**src/rtl/unified_mem_arbiter_if.sv**
```systemverilog
// Bus bundle for unified_mem_arbiter: CPU fetch port, CPU load/store port
// and the single memory port. The slave modport is the arbiter's view; the
// master modport is the view of whatever drives the CPU and memory sides.
interface unified_mem_arbiter_if #(
    parameter int ADDR_W = 32
);
    logic              if_req;
    logic [ADDR_W-1:0] if_addr;
    logic [31:0]       if_rdata;
    logic              if_valid;

    logic              d_req;
    logic              d_we;
    logic [3:0]        d_be;
    logic [ADDR_W-1:0] d_addr;
    logic [31:0]       d_wdata;
    logic [31:0]       d_rdata;
    logic              d_valid;

    logic              m_req;
    logic              m_we;
    logic [3:0]        m_be;
    logic [ADDR_W-1:0] m_addr;
    logic [31:0]       m_wdata;
    logic              m_gnt;
    logic [31:0]       m_rdata;
    logic              m_rvalid;

    modport slave (
        input  if_req, if_addr,
        output if_rdata, if_valid,
        input  d_req, d_we, d_be, d_addr, d_wdata,
        output d_rdata, d_valid,
        output m_req, m_we, m_be, m_addr, m_wdata,
        input  m_gnt, m_rdata, m_rvalid
    );

    modport master (
        output if_req, if_addr,
        input  if_rdata, if_valid,
        output d_req, d_we, d_be, d_addr, d_wdata,
        input  d_rdata, d_valid,
        input  m_req, m_we, m_be, m_addr, m_wdata,
        output m_gnt, m_rdata, m_rvalid
    );
endinterface

```
**src/rtl/unified_mem_arbiter.sv**
```systemverilog
// unified_mem_arbiter: shares one single-port memory between instruction
// fetch and load/store. Data wins ties; a starvation counter forces a fetch
// after STARVE_LIMIT consecutive data grants with a fetch pending.
// Optional feature: define MEMARB_IFBUF_EN for a one-entry fetch buffer.
//
// state | meaning
// IDLE  | sample requests, pick winner, latch its fields
// ISSUE | m_req high until m_gnt
// WAIT  | waiting for m_rvalid, capture read data
// RESP  | one-cycle *_valid to the owner
module unified_mem_arbiter #(
    parameter int ADDR_W       = 32,
    parameter int STARVE_LIMIT = 4
) (
    input  logic                  clk,
    input  logic                  reset,
    unified_mem_arbiter_if.slave  bus
);
    typedef enum logic [1:0] {ST_IDLE, ST_ISSUE, ST_WAIT, ST_RESP} state_t;

    localparam logic [3:0] LP_LIMIT = 4'(STARVE_LIMIT);

    state_t            r_state;
    state_t            w_state_nxt;
    logic              r_own_d;
    logic              r_m_we;
    logic [3:0]        r_m_be;
    logic [ADDR_W-1:0] r_m_addr;
    logic [31:0]       r_m_wdata;
    logic [31:0]       r_if_rdata;
    logic [31:0]       r_d_rdata;
    logic [3:0]        r_starve_cnt;

    logic              w_starved;
    logic              w_pick_d;
    logic              w_pick_if;
    logic              w_hit;
    logic              w_unused;

    assign w_unused = &{1'b0, bus.if_addr[1:0], bus.d_addr[1:0]};

`ifdef MEMARB_IFBUF_EN
    logic              r_buf_vld;
    logic [ADDR_W-3:0] r_buf_tag;
    logic [31:0]       r_buf_data;
`endif

    // Winner selection: data first unless the fetch has waited long enough.
    always_comb begin
        w_starved = (r_starve_cnt == LP_LIMIT);
        w_pick_d  = bus.d_req && !(bus.if_req && w_starved);
        w_pick_if = bus.if_req && !w_pick_d;
    end

    // Fetch buffer hit; without the buffer every fetch goes to memory.
    always_comb begin
`ifdef MEMARB_IFBUF_EN
        w_hit = w_pick_if && r_buf_vld &&
                (r_buf_tag == bus.if_addr[ADDR_W-1:2]);
`else
        w_hit = 1'b0;
`endif
    end

    // State register.
    always_ff @(posedge clk or posedge reset) begin
        if (reset) r_state <= ST_IDLE;
        else       r_state <= w_state_nxt;
    end

    // Next-state logic.
    always_comb begin
        w_state_nxt = r_state;
        case (r_state)
            ST_IDLE:  if (w_hit)                      w_state_nxt = ST_RESP;
                      else if (w_pick_d || w_pick_if) w_state_nxt = ST_ISSUE;
            ST_ISSUE: if (bus.m_gnt)                  w_state_nxt = ST_WAIT;
            ST_WAIT:  if (bus.m_rvalid)               w_state_nxt = ST_RESP;
            ST_RESP:                                  w_state_nxt = ST_IDLE;
            default:                                  w_state_nxt = ST_IDLE;
        endcase
    end

    // Latch the winner's request fields in IDLE and the read data in WAIT.
    always_ff @(posedge clk or posedge reset) begin
        if (reset) begin
            r_own_d    <= 1'b0;
            r_m_we     <= 1'b0;
            r_m_be     <= 4'h0;
            r_m_addr   <= '0;
            r_m_wdata  <= 32'h0;
            r_if_rdata <= 32'h0;
            r_d_rdata  <= 32'h0;
        end else begin
            case (r_state)
                ST_IDLE: begin
                    if (w_pick_d) begin
                        r_own_d   <= 1'b1;
                        r_m_addr  <= {bus.d_addr[ADDR_W-1:2], 2'b00};
                        r_m_we    <= bus.d_we;
                        r_m_be    <= bus.d_we ? bus.d_be : 4'hF;
                        r_m_wdata <= bus.d_we ? bus.d_wdata : 32'h0;
                    end else if (w_pick_if) begin
                        r_own_d   <= 1'b0;
                        r_m_addr  <= {bus.if_addr[ADDR_W-1:2], 2'b00};
                        r_m_we    <= 1'b0;
                        r_m_be    <= 4'hF;
                        r_m_wdata <= 32'h0;
`ifdef MEMARB_IFBUF_EN
                        if (w_hit) r_if_rdata <= r_buf_data;
`endif
                    end
                end
                ST_WAIT: begin
                    if (bus.m_rvalid) begin
                        if (!r_own_d)     r_if_rdata <= bus.m_rdata;
                        else if (!r_m_we) r_d_rdata  <= bus.m_rdata;
                    end
                end
                default: ;
            endcase
        end
    end

    // Count data grants made while a fetch waits; any fetch grant clears it.
    always_ff @(posedge clk or posedge reset) begin
        if (reset) begin
            r_starve_cnt <= 4'h0;
        end else if (r_state == ST_IDLE) begin
            if (w_pick_if || !bus.if_req)
                r_starve_cnt <= 4'h0;
            else if (w_pick_d && (r_starve_cnt != LP_LIMIT))
                r_starve_cnt <= r_starve_cnt + 4'h1;
        end
    end

`ifdef MEMARB_IFBUF_EN
    // Fill on every completed fetch; a store to the buffered word kills it.
    always_ff @(posedge clk or posedge reset) begin
        if (reset) begin
            r_buf_vld  <= 1'b0;
            r_buf_tag  <= '0;
            r_buf_data <= 32'h0;
        end else if ((r_state == ST_WAIT) && bus.m_rvalid && !r_own_d) begin
            r_buf_vld  <= 1'b1;
            r_buf_tag  <= r_m_addr[ADDR_W-1:2];
            r_buf_data <= bus.m_rdata;
        end else if ((r_state == ST_IDLE) && w_pick_d && bus.d_we &&
                     (r_buf_tag == bus.d_addr[ADDR_W-1:2])) begin
            r_buf_vld  <= 1'b0;
        end
    end
`endif

    assign bus.m_req    = (r_state == ST_ISSUE);
    assign bus.m_we     = r_m_we;
    assign bus.m_be     = r_m_be;
    assign bus.m_addr   = r_m_addr;
    assign bus.m_wdata  = r_m_wdata;
    assign bus.if_rdata = r_if_rdata;
    assign bus.d_rdata  = r_d_rdata;
    assign bus.if_valid = (r_state == ST_RESP) && !r_own_d;
    assign bus.d_valid  = (r_state == ST_RESP) && r_own_d;
endmodule

```
**src/flat_wrapper.sv**
```systemverilog
// flat-port wrapper written by rule: the top's interface ports become plain ports
module unified_mem_arbiter_flat 
#(
    parameter int ADDR_W       = 32,
    parameter int STARVE_LIMIT = 4
)
  (clk, reset, bus_if_req, bus_if_addr, bus_if_rdata, bus_if_valid, bus_d_req, bus_d_we, bus_d_be, bus_d_addr, bus_d_wdata, bus_d_rdata, bus_d_valid, bus_m_req, bus_m_we, bus_m_be, bus_m_addr, bus_m_wdata, bus_m_gnt, bus_m_rdata, bus_m_rvalid);
  unified_mem_arbiter_if #(.ADDR_W(ADDR_W)) bus_i ();
  input  logic clk;
  input  logic reset;
  input wire logic [$bits(bus_i.if_req)-1:0] bus_if_req;
  input wire logic [$bits(bus_i.if_addr)-1:0] bus_if_addr;
  output wire logic [$bits(bus_i.if_rdata)-1:0] bus_if_rdata;
  output wire logic [$bits(bus_i.if_valid)-1:0] bus_if_valid;
  input wire logic [$bits(bus_i.d_req)-1:0] bus_d_req;
  input wire logic [$bits(bus_i.d_we)-1:0] bus_d_we;
  input wire logic [$bits(bus_i.d_be)-1:0] bus_d_be;
  input wire logic [$bits(bus_i.d_addr)-1:0] bus_d_addr;
  input wire logic [$bits(bus_i.d_wdata)-1:0] bus_d_wdata;
  output wire logic [$bits(bus_i.d_rdata)-1:0] bus_d_rdata;
  output wire logic [$bits(bus_i.d_valid)-1:0] bus_d_valid;
  output wire logic [$bits(bus_i.m_req)-1:0] bus_m_req;
  output wire logic [$bits(bus_i.m_we)-1:0] bus_m_we;
  output wire logic [$bits(bus_i.m_be)-1:0] bus_m_be;
  output wire logic [$bits(bus_i.m_addr)-1:0] bus_m_addr;
  output wire logic [$bits(bus_i.m_wdata)-1:0] bus_m_wdata;
  input wire logic [$bits(bus_i.m_gnt)-1:0] bus_m_gnt;
  input wire logic [$bits(bus_i.m_rdata)-1:0] bus_m_rdata;
  input wire logic [$bits(bus_i.m_rvalid)-1:0] bus_m_rvalid;
  assign bus_i.if_req = bus_if_req;
  assign bus_i.if_addr = bus_if_addr;
  assign bus_if_rdata = bus_i.if_rdata;
  assign bus_if_valid = bus_i.if_valid;
  assign bus_i.d_req = bus_d_req;
  assign bus_i.d_we = bus_d_we;
  assign bus_i.d_be = bus_d_be;
  assign bus_i.d_addr = bus_d_addr;
  assign bus_i.d_wdata = bus_d_wdata;
  assign bus_d_rdata = bus_i.d_rdata;
  assign bus_d_valid = bus_i.d_valid;
  assign bus_m_req = bus_i.m_req;
  assign bus_m_we = bus_i.m_we;
  assign bus_m_be = bus_i.m_be;
  assign bus_m_addr = bus_i.m_addr;
  assign bus_m_wdata = bus_i.m_wdata;
  assign bus_i.m_gnt = bus_m_gnt;
  assign bus_i.m_rdata = bus_m_rdata;
  assign bus_i.m_rvalid = bus_m_rvalid;
  unified_mem_arbiter #(.ADDR_W(ADDR_W), .STARVE_LIMIT(STARVE_LIMIT)) u_core (.clk(clk), .reset(reset), .bus(bus_i));
endmodule
```
**config.mk**
```make
export PLATFORM = sky130hd
export DESIGN_NAME = unified_mem_arbiter_flat
export DESIGN_NICKNAME = d
export VERILOG_FILES = /design/src/rtl/unified_mem_arbiter_if.sv /design/src/rtl/unified_mem_arbiter.sv /design/src/flat_wrapper.sv
export SDC_FILE = /design/constraint.sdc
export NUM_CORES = 1
export LEC_CHECK = 0
export CAP_MARGIN = 30
export CORE_MARGIN = 8
export CORE_UTILIZATION = 25
export CTS_BUF_LIST = sky130_fd_sc_hd__clkbuf_8
export CTS_CLUSTER_SIZE = 28
export DETAILED_ROUTE_END_ITERATION = 10
export SETUP_SLACK_MARGIN = 0.2
export SYNTH_ARGS = -nofsm -noshare
export SYNTH_HDL_FRONTEND = slang
export SYNTH_SLANG_ARGS = --single-unit
```
**constraint.sdc**
```tcl
create_clock -name clk -period 6 [get_ports clk]
set_clock_uncertainty 0.05 [all_clocks]
set_input_delay 0.9 -clock clk [delete_from_list [all_inputs] [get_ports clk]]
set_output_delay 0.9 -clock clk [all_outputs]
set_load 0.03 [all_outputs]
```
==> qor.yml <==
flow_run:
  drv_cap: 0
synth:
  synth_edf_count: 0
  synth-compound-area-share_pct: 11.3
  synthAdderAreaFrac_pct: 1.52
  synth_xor_area_share_pct: 0
  synth.mux.area_fraction_pct: 13.0
  synthTopCellsByArea: "dfrtp_1 60%, mux2_2 13%, a22o_1 5.0%"
  synth_top_family_by_area: "multiplexers"
  synthFlopType: "dfrtp_1"
  synth_top_area_cell: "dfrtp_1"
  synth.cell_area_um2: 5760
  avgSynthCellArea_um2: 13.0
  ys_types: 30
  synth-simple-area-share_pct: 9.55
  ys_top_cells_by_count: "138 x dfrtp_1, 65 x mux2_2, 62 x nand2_1, 34 x nand4_1, 33 x a22o_1"
  ys_seq_area_share_pct: 59.9
  ys_warn_count: 0
  synthArstFlopShare_pct: 100
  yosysMostFrequentCell: "dfrtp_1"
  yosysTopAreaCellShare_pct: 59.9
  yosys_register_bits: 138
  netlist_instances: 442
cts:
  post_cts_resized: 0
  postCtsSetupRepairBufs: 0
  cts_tree: "done"
  root_buffer: "clkbuf_8"
  cts_hold_buffers: 0
  cts_buffer_depth: 2
  clkTransAtPathRegs_ns: 0.09
  numCtsBuffers: 17
  clock-sinks: 138
  insertion_delay_ns: 0.44
  htree_levels: 4
sta:
  grt_setup_unrepaired: "false"
  fin_crit_sh_pct: 47.9
  max_freq_ghz: 0.348
  finalHoldViolCount: 0
  tightest_slew_ns: 0.871
  slew_violations: 0
  fin_tns_setup_ns: 0
  finalSetupViolations: 0
  max_slew_margin_pct: 42.0
  finalCriticalPeriod_ns: 2.88
min_path:
  holdPathEnd: "u_core.bus.m_addr[23]$_DFFE_PP0P_"
  hold_path.class: "reg2reg"
  min_from: "u_core.bus.m_addr[23]$_DFFE_PP0P_"
  hold_depth: 2
global_route:
  grt_pass1_vias: 4837
  antenna_found_initial: 1
  grt_util_all_layers_pct: 12.8
  grt_pass1_wl_um: 28500
  grt-ovfl-total: 0
  grt_max_degree: 96
critical_path:
  worstSetupPathType: "in2reg"
  r2r-end: "u_core.bus.m_addr[17]$_DFFE_PP0P_"
  start_kind: "input pin"
  rrSetupSlack_ns: 3.64
  worst_setup_path_end_kind: "flop"
  rr_startpoint: "u_core.r_state[1]$_DFFE_PP0P_"
  critPathRequiredTime_ns: 6.29
  worstPathMaxFanout: 35
  crit_arrival_ns: 3.16
  reg2reg_depth: 7
final_layout:
  fill_cells: 2197
  multi_input_area_um2: 2060
  area_growth_pct: 56.9
  final_nets: 846
  layoutNonFillerInstCount: 999
  layout-drive-gt1-share_pct: 16.7
  seqCellArea_um2: 3450
floorplanning:
  rows: 55
  start_util_pct: 25.5
  core_area_um2: 22600
  fp.dieArea_um2: 28200
  dieWidth_um: 168
  die_y_um: 168
  io_pins: 275
detailed_routing:
  drt_iter0_drc: 257
  ant_nets: 0
  drc: 0
  routed_wl_um: 18100
  wire_per_inst_um: 18.1
  vias_per_cell: 4.54
  drt_pass1_iterations: 4
  via_count: 4532
outcome:
  outcome: "complete, no violations"
placement:
  gp_congestion: 0.705
  dp_hpwl_um: 13000
  portBuffers: 268
  placedCellCount: 966
pwr:
  powerDensity_nw_per_um2: 584
  ir_drop_uv: 214
  p_leak_uw: 0.00376
routing by layer:
metal	wire length (um)	vias to the layer above	track usage [%]
met5	0	-	0
li1	-	2131	-
met2	8490	180	20.2
met1	7800	2198	15.6
met3	1460	23	5.38
met4	336	0	4.00
cells in the final DEF (no fill, tap or decap):
master             n
clkdlybuf4s50_1  268
dfrtp_1          138
mux2_2            65
nand2_1           62
nand4_1           34
a22o_1            33
o211ai_1          20
clkbuf_8          17
o211ai_2          10
buf_4              8
inv_1              7
ha_1               7
clkinvlp_4         5
o22a_1             4
inv_6              4
nor2_1             3
inv_8              3
and2_1             2
mux2i_1            2
nor2b_1            2
nand2b_1           2
o311ai_0           2
conb_1             2
clkinv_4           2
diode_2            1
nand4b_4           1
o21a_1             1
o21ai_4            1
nand4b_1           1
a222oi_1           1
and4_4             1
nand3b_1           1
nand3_1            1
a41o_1             1
clkinv_8           1
bufinv_16          1
where the power goes:
group / total, uW / switching (uW) / internal [uW]
clock: 767 / 423 / 344
sequential: 1630 / 242 / 1390
combinational: 2880 / 1620 / 1270
worst max-delay path by stage:
stage	start	end	slack [ns]	cells past startpoint
2_1_floorplan	reset	u_core.bus.d_rdata[0]$_DFFE_PP0P_	1.35	1
3_3_place_gp	bus_if_req	u_core.r_starve_cnt[1]$_DFFE_PP0P_	2.68	5
3_5_place_dp	bus_if_req	u_core.r_starve_cnt[1]$_DFFE_PP0P_	2.66	5
4_1_cts	u_core.r_state[1]$_DFFE_PP0P_	bus_m_req	3.10	3
5_1_grt	u_core.r_state[1]$_DFFE_PP0P_	bus_m_req	3.04	3
6_report	bus_if_req	u_core.r_starve_cnt[1]$_DFFE_PP0P_	3.12	5
worst max-delay path: stages:
cell and delay (ns):
clkdlybuf4s50_1 0.75, nand4b_4 0.52, and2_1 0.41, buf_4 0.26, a41o_1 0.28
per-stage QoR:
stage / hold WS (ns) / util [%] / instance area (um^2) / power, uW / worst slack, ns
after floorplan: 0.464 / - / 5770 / 3330 / 1.35
after global placement: 0.420 / 38.2 / 8650 / 4550 / 2.68
after detailed placement: 0.423 / 38.2 / 8650 / 4580 / 2.66
after CTS: 0.446 / 39.9 / 9040 / 5380 / 3.10
after global routing: 0.465 / 39.9 / 9040 / 5580 / 3.04
final: 0.439 / 39.9 / 9040 / 5280 / 3.12
state kept, by name, indices dropped and copies added (netlist names):
register / cells
u_core.bus.d_rdata: 32
u_core.bus.if_rdata: 32
u_core.bus.m_addr: 30
u_core.bus.m_be: 4
u_core.bus.m_wdata: 32
u_core.bus.m_we: 1
u_core.r_own_d: 1
u_core.r_starve_cnt: 4
u_core.r_state: 2
cell families (layout without fill, tap and decap cells):
family	after synthesis	in the layout
flip-flops	138	138
AND/OR/NAND/NOR	110	110
AO/OA/AOI/OAI	73	73
multiplexers	67	67
buffers and inverters	46	316
adder cells (fa/ha/maj)	7	7
other	1	3
area by class of cell:
type	instances	area share (%)
clock buffer	17	2.59
multi-input combinational	259	22.8
clock inverter	15	1.78
timing repair buffer	276	30.3
inverter	8	0.387
sequential	138	38.2
tap	285	3.94
antenna	1	0.0277
Power figures use the tool's default switching activity.
